--- src/rtl/io_mem_sram_ctrl.sv ---
// Buffered external SRAM sequencer.
// Queues skin requests and replays them as SETUP/ACCESS/HOLD bus cycles.
module io_mem_sram_ctrl #(
    parameter int DW     = 32,
    parameter int DEPTH  = 2,
    parameter int WAIT_W = 4
) (
    input  logic              clk,
    input  logic              rst,
    input  logic              i_req_r_en,
    input  logic              i_req_w_en,
    input  logic [DW-1:0]     i_req_addr,
    input  logic [DW-1:0]     i_req_w_data,
    output logic              o_req_ready,
    output logic [DW-1:0]     o_rsp_r_data,
    output logic              o_rsp_valid,
    output logic              o_err,
    output logic              o_busy,
    input  logic [WAIT_W-1:0] i_wait_states,
    output logic              o_sram_cs,
    output logic              o_sram_oe,
    output logic              o_sram_we,
    output logic [DW-1:0]     o_sram_addr,
    output logic [DW-1:0]     o_sram_wdata,
    input  logic [DW-1:0]     i_sram_rdata
);

    localparam int AW = (DEPTH > 1) ? $clog2(DEPTH) : 1;
    localparam int CW = AW + 1;
    localparam logic [CW-1:0] FULL = CW'(DEPTH);

    typedef enum logic [1:0] {
        IDLE,
        SETUP,
        ACCESS,
        HOLD
    } state_t;

    state_t            state;
    logic [AW-1:0]     wr_ptr;
    logic [AW-1:0]     rd_ptr;
    logic [CW-1:0]     count;
    logic              q_wr   [DEPTH];
    logic [DW-1:0]     q_addr [DEPTH];
    logic [DW-1:0]     q_data [DEPTH];
    logic [WAIT_W-1:0] cnt;
    logic              is_wr;
    logic              req;
    logic              push;
    logic              pop;

    assign req         = i_req_r_en | i_req_w_en;
    assign o_req_ready = (count < FULL);
    assign push        = o_req_ready & req;
    assign pop         = ((state == IDLE) || (state == HOLD)) && (count != '0);
    assign o_busy      = (state != IDLE) || (count != '0);

    // Storage needs no reset; validity is tracked by count.
    always_ff @(posedge clk) begin
        if (push) begin
            q_wr[wr_ptr]   <= i_req_w_en;
            q_addr[wr_ptr] <= i_req_addr;
            q_data[wr_ptr] <= i_req_w_data;
        end
    end

    always_ff @(posedge clk) begin
        if (rst) begin
            state        <= IDLE;
            wr_ptr       <= '0;
            rd_ptr       <= '0;
            count        <= '0;
            cnt          <= '0;
            is_wr        <= 1'b0;
            o_err        <= 1'b0;
            o_rsp_valid  <= 1'b0;
            o_rsp_r_data <= '0;
            o_sram_cs    <= 1'b0;
            o_sram_oe    <= 1'b0;
            o_sram_we    <= 1'b0;
            o_sram_addr  <= '0;
            o_sram_wdata <= '0;
        end else begin
            o_err       <= push & i_req_r_en & i_req_w_en;
            o_rsp_valid <= 1'b0;

            if (push) wr_ptr <= wr_ptr + 1'b1;
            if (pop)  rd_ptr <= rd_ptr + 1'b1;

            case ({push, pop})
                2'b10:   count <= count + 1'b1;
                2'b01:   count <= count - 1'b1;
                default: count <= count;
            endcase

            case (state)
                IDLE: begin
                    if (pop) begin
                        state        <= SETUP;
                        o_sram_cs    <= 1'b1;
                        o_sram_addr  <= q_addr[rd_ptr];
                        o_sram_wdata <= q_data[rd_ptr];
                        is_wr        <= q_wr[rd_ptr];
                        cnt          <= i_wait_states;
                    end
                end
                SETUP: begin
                    state     <= ACCESS;
                    o_sram_we <= is_wr;
                    o_sram_oe <= ~is_wr;
                end
                ACCESS: begin
                    if (cnt == '0) begin
                        state     <= HOLD;
                        o_sram_we <= 1'b0;
                        o_sram_oe <= 1'b0;
                        if (!is_wr) begin
                            o_rsp_r_data <= i_sram_rdata;
                            o_rsp_valid  <= 1'b1;
                        end
                    end else begin
                        cnt <= cnt - 1'b1;
                    end
                end
                HOLD: begin
                    // Chain straight into the next access so cs stays high.
                    if (pop) begin
                        state        <= SETUP;
                        o_sram_addr  <= q_addr[rd_ptr];
                        o_sram_wdata <= q_data[rd_ptr];
                        is_wr        <= q_wr[rd_ptr];
                        cnt          <= i_wait_states;
                    end else begin
                        state     <= IDLE;
                        o_sram_cs <= 1'b0;
                    end
                end
                default: state <= IDLE;
            endcase
        end
    end

endmodule

--- config.mk ---
export PLATFORM = sky130hd
export DESIGN_NAME = io_mem_sram_ctrl
export DESIGN_NICKNAME = d
export VERILOG_FILES = /design/src/rtl/io_mem_sram_ctrl.sv
export SDC_FILE = /design/constraint.sdc
export NUM_CORES = 1
export LEC_CHECK = 0
export CAP_MARGIN = 10
export CORE_MARGIN = 8
export CORE_UTILIZATION = 53
export DETAILED_ROUTE_END_ITERATION = 16
export GPL_TIMING_DRIVEN = 0
export PLACE_DENSITY_LB_ADDON = 0.3
export REMOVE_ABC_BUFFERS = 1
export SETUP_SLACK_MARGIN = 0.15
export SLEW_MARGIN = 20
export SYNTH_ARGS = -nofsm -noshare
export SYNTH_HDL_FRONTEND = slang
export SYNTH_SLANG_ARGS = --single-unit
--- constraint.sdc ---
create_clock -name clk -period 7 [get_ports clk]
set_input_delay 0.7 -clock clk [delete_from_list [all_inputs] [get_ports clk]]
set_output_delay 0.7 -clock clk [all_outputs]
set_load 0.1 [all_outputs]
==> out/metrics.cfg <==
[sta]
skew_ps = 18.2
hold_slack_ps = 456
fin_crit_ps = 3360
rsz0062_at_grt = false
slew_viol_final = 0
relSlewSlack_pct = 31.1
hold_viol = 0
clock.fmax_mhz = 298
setup_viol = 0
final.setup.tns_ps = 0
worst_pin_slew_ps = 1030
finalCritPeriodShare_pct = 47.9
worst_slack_ps = 3640

[global_routing]
grt_overflow = 0
grt_use_met1_pct = 21.7
grt_usage_pct = 19.2
grt_pass1_wl_mm = 31.4
grt_pass1_vias = 6121
met3_usage_pct = 6.20
gr-usage-met2_pct = 34.4
grt_start_max_net_pins = 65
grt.busiest_layer = met2
antenna_found_initial = 1

[finish]
utilization_pct = 74.7
final_common_cell = clkdlybuf4s50_1
fillers = 1013
drive_above_1_share_pct = 6.98
layout_common_cells = 205 x clkdlybuf4s50_1, 130 x edfxtp_1, 111 x dfxtp_1
final_cells = 1090
insertedDiodeCount = 0
multi_input_area_sq_um = 2290
final_area_sq_um = 11900
syn2layout_area_growth_pct = 37.8
nets = 966
seq_area_sq_um = 6150

[place]
place_area_sq_um = 11100
portBuffers = 206
dpl.cell_count = 1046
place_congestion = 0.917
dpl_worst_slack_ps = 4120
dp_hpwl_mm = 13.8

[run_status]
outcome = complete, no violations

[setup_path]
crit_slowest_cell = clkdlybuf4s50_1
worst_setup_path_end_kind = output port
r2r-start = state[0]$_SDFFE_PP0P_
endpoint = o_busy
critPathMaxStageDelay_ps = 1160
cp-startpoint = state[0]$_SDFFE_PP0P_
reg2regPathDepth = 7
cp.arrival_ps = 2660
required_ps = 6300
cp_top_family = buffers and inverters
criticalPathCategory = reg -> out
r2r-end = state[0]$_SDFFE_PP0P_
r2r_setup_slack_ps = 4520
start_kind = register
cp.depth = 5
path_cells = inv_1 -> ha_1 -> inv_1 -> or3_1 -> clkdlybuf4s50_1
path_max_fanout = 5
path_buf_inv = 3
crit_top_cell = inv_1

[detailed_routing]
drt_wl_total_mm = 20.3
vias_per_cell = 5.31
drtIter0Drc = 291
first_pass_iters = 4
vias = 5783
wl_per_cell_microns = 18.6
drc = 0
ant_nets = 0

[clock_tree]
numCtsBuffers = 24
clockBufferDepth = 3
cts_tree = built
clkLatencyLatePin_ps = 510
cts.repair.resized = 0
clk_pin_slew_ps = 60
cts_setup_buffers = 0
cts_hold_buf = 0
root_buffer = clkbuf_16
clock-sinks = 242
htreeDepth = 1

[pwr]
p_leak_nw = 4.12
finalPower_mw = 6.37
vdd_drop_max_uv = 374
p_per_area_nw_per_um2 = 535

[logic_synthesis]
synth_ff_type = edfxtp_1
ys_seq_elements = 242
ys_types = 32
ys_warn_count = 0
ys_seq_area_share_pct = 71.1
syn_area_sq_um = 8650
synth_edf_count = 130
syn-instance-count = 657
async_flop_share_pct = 0
syn_area_per_cell_sq_um = 13.2
yosys.area.top_type = edfxtp_1
synth_top_area_share_pct = 45.1
synth.area.top_cells = edfxtp_1 45%, dfxtp_1 26%, mux2i_1 7.9%

[job]
timing.max_cap.violations = 0

[die]
die_area_sq_um = 20700
pin_count = 207
die_h_microns = 144
initial_core_util_pct = 54.2
coreArea_sq_um = 15900
rows = 46
chipWidth_microns = 144

[min_path]
holdCritStartpoint = o_rsp_r_data[20]$_SDFFE_PP0P_
min_path_type = reg -> reg

## area by class of cell
cell class                      instances  area share [%]
Clock buffer                           28            5.70
Sequential cell                       242            51.6
Inverter                                9           0.284
Multi-Input combinational cell        362            19.2
Clock inverter                         16            1.32
Timing Repair Buffer                  217            19.6
Tap cell                              216            2.27
## sequential cells by signal (all words and copies together) (netlist names), 2 cells and up
| signal | cells |
|---|---|
| cnt | 4 |
| count | 2 |
| o_rsp_r_data | 32 |
| o_sram_addr | 32 |
| o_sram_wdata | 32 |
| q_addr | 64 |
| q_data | 64 |
| q_wr | 2 |
| state | 2 |
## synth_stat cells, drive strengths merged (3+ instances only)
cell type and n:
edfxtp 130, dfxtp 112, nor2 78, mux2i 68, nand2 68, a211oi 66, a21oi 39, buf 31
clkbuf 13, inv 9, ha 6, o21ai 6, nor3 5, xnor2 4, nand3b 3
## power breakdown
part	internal [mW]	switching (mW)
registers	1.92	0.221
logic	0.831	2.07
clock network	0.806	0.521
total	3.56	2.82
## worst register-to-register path, delay by kind of cell, from the launching register on
| family | cells | cell delay [ps] |
|---|---|---|
| AO/OA/AOI/OAI | 3 | 1050 |
| adder cells (fa/ha/maj) | 1 | 460 |
| flip-flops | 1 | 400 |
| buffers and inverters | 2 | 400 |
| AND/OR/NAND/NOR | 1 | 80 |
## worst min path at each step
stage,to,slack [ps],cells past startpoint
3_3_place_gp,o_rsp_r_data[29]$_SDFFE_PP0P_,440,2
3_5_place_dp,o_rsp_r_data[14]$_SDFFE_PP0P_,450,2
4_1_cts,o_rsp_r_data[14]$_SDFFE_PP0P_,460,2
2_1_floorplan,cnt[3]$_SDFFE_PP0P_,470,2
6_report,o_rsp_r_data[20]$_SDFFE_PP0P_,460,2
5_1_grt,o_rsp_r_data[20]$_SDFFE_PP0P_,470,2
## routing by layer
metal	vias up	share of wire, %
li1	2783	-
met1	2738	39
met2	229	49
met3	31	10
met4	2	1.6
met5	-	0.049
## cell families after synthesis
family	synth area share, %
mux	7.87
xor+xnor	0.506
fa+ha+maj	0.868
simple gates	7.89
compound gates	9.01
flops	71.1
buf+inv	2.78
Note: power is estimated with default switching activity, not from simulation.
==> RTL edit, RTL diff (same flow settings) <==
The parameter `DW` goes from 32 to 48.
--- a/src/rtl/io_mem_sram_ctrl.sv
+++ b/src/rtl/io_mem_sram_ctrl.sv
@@ -2,5 +2,5 @@
 // Queues skin requests and replays them as SETUP/ACCESS/HOLD bus cycles.
 module io_mem_sram_ctrl #(
-    parameter int DW     = 32,
+    parameter int DW     = 48,
     parameter int DEPTH  = 2,
     parameter int WAIT_W = 4
Ports: changed (6 resized); port bits go from 207 to 303. The function was not compared with the original's and may differ.
==> RTL edit against the original RTL <==
- final area up 45%
- sequential cell count rose by 112
- total power up 43%
- synthesized area increased by 45%
- combinational power rose by 44%
- routed wire length is 48% higher
- non-clock buffer count increased by 101
- worst setup slack improved by 0.015 ns
- clock power rose by 41%
- highest routed layer unchanged
==> RTL edit: results <==
[cts]
cts_buffers = 37

[route]
vias_per_cell = 5.27
wl_per_cell_um = 19.1

[grt]
pin_count_of_the_biggest_net_entering_global_routing = 99
first_global_vias = 8670
global_route.usage.met2_pct = 34.9
global_route.usage.total_pct = 20.3

[critical_path]
crit_arrival_ns = 2.64
regToRegEndpoint = "o_sram_wdata[15]$_SDFFE_PP0P_"

[timing]
final.setup_skew_ns = 0.00987
relSlewSlack_pct = 24.4

[cells_and_area]
biggestRegsByFlops = "q_addr x96, q_data x96"
proportion_of_layout_cells_with_a_drive_suffix_above_1_pct = 6.22
filler_cell_count_in_the_final_layout = 1524
design.final.nets = 1384

[power_and_ir_drop]
leakage_nw = 5.89
worst_case_vdd_ir_drop_v = 0.000373

[placed_design]
dp_hpwl_um = 20700
portBuffers = 302
detailedPlace.worstSlack_ns = 3.87
globalplace.congestion = 0.920

[die]
start_util_pct = 53.7

[outcome]
run_status = "finished clean"

[logic_synthesis]
synth_edf_count = 194
ys_top_cells_by_area = "edfxtp_1 (46%), dfxtp_1 (25%), mux2i_1 (8.0%)"
seq_area_frac_synth_pct = 71.8
==> RTL edit: cell families (layout without fill, tap and decap cells) <==
group / Yosys count / count (layout) / share of synthesized area, %
fa+ha+maj: 6 / 6 / 0.597
flops: 354 / 354 / 71.8
mux: 100 / 100 / 7.96
simple gates: 228 / 228 / 7.35
compound gates: 166 / 166 / 8.93
xor+xnor: 5 / 5 / 0.348
other cells: 0 / 1 / 0
buf+inv: 72 / 395 / 2.99
==> RTL edit: how the worst min path moves through the flow <==
| stage | startpoint | endpoint | slack (ns) | cells after the start |
|---|---|---|---|---|
| after floorplan | cnt[3]$_SDFFE_PP0P_ | cnt[3]$_SDFFE_PP0P_ | 0.47 | 2 |
| after global placement | o_rsp_r_data[24]$_SDFFE_PP0P_ | o_rsp_r_data[24]$_SDFFE_PP0P_ | 0.44 | 2 |
| after detailed placement | o_rsp_r_data[4]$_SDFFE_PP0P_ | o_rsp_r_data[4]$_SDFFE_PP0P_ | 0.45 | 2 |
| after CTS | o_rsp_r_data[4]$_SDFFE_PP0P_ | o_rsp_r_data[4]$_SDFFE_PP0P_ | 0.45 | 2 |
| after global routing | o_rsp_r_data[1]$_SDFFE_PP0P_ | o_rsp_r_data[1]$_SDFFE_PP0P_ | 0.47 | 2 |
| final | o_rsp_r_data[4]$_SDFFE_PP0P_ | o_rsp_r_data[4]$_SDFFE_PP0P_ | 0.45 | 2 |
==> RTL edit: final cells by class <==
class / instances / area, um^2 / area share (%)
Tap cell: 319 / 399 / 2.31
Inverter: 10 / 37.5 / 0.218
Clock buffer: 51 / 1010 / 5.85
Clock inverter: 16 / 155 / 0.900
Multi-Input combinational cell: 505 / 3200 / 18.5
Timing Repair Buffer: 318 / 3420 / 19.8
Sequential cell: 354 / 9030 / 52.4
Antenna cell: 1 / 2.50 / 0.0145
==> RTL edit: per-stage QoR <==
step	setup TNS (ns)	hold slack [ns]	total power, mW	util (%)	instances
after floorplan	0	0.468	6.31	-	869
after global placement	-328.81	0.441	7.88	66.9	1490
after detailed placement	0	0.446	7.33	68.7	1506
after CTS	0	0.454	9.22	73.7	1573
after global routing	0	0.471	9.53	73.7	1574
final	0	0.452	9.14	73.7	1574
==> RTL edit: tightest hold or removal path, cell delays in order, from the launching register on <==
cell     delay, ns
dfxtp_1       0.30
nand2_1       0.05
a21oi_1       0.05
==> RTL edit: power by group through the flow <==
| stage | sequential [mW] | combinational, mW | clock (mW) |
|---|---|---|---|
| finish | 3.08 | 4.19 | 1.87 |
| global route | 3.14 | 4.41 | 1.99 |
| CTS | 3.08 | 4.23 | 1.90 |
| detailed placement | 3.12 | 4.21 | 0 |
| global placement | 3.33 | 4.55 | 0 |
| floorplan | 4.98 | 1.33 | 0 |
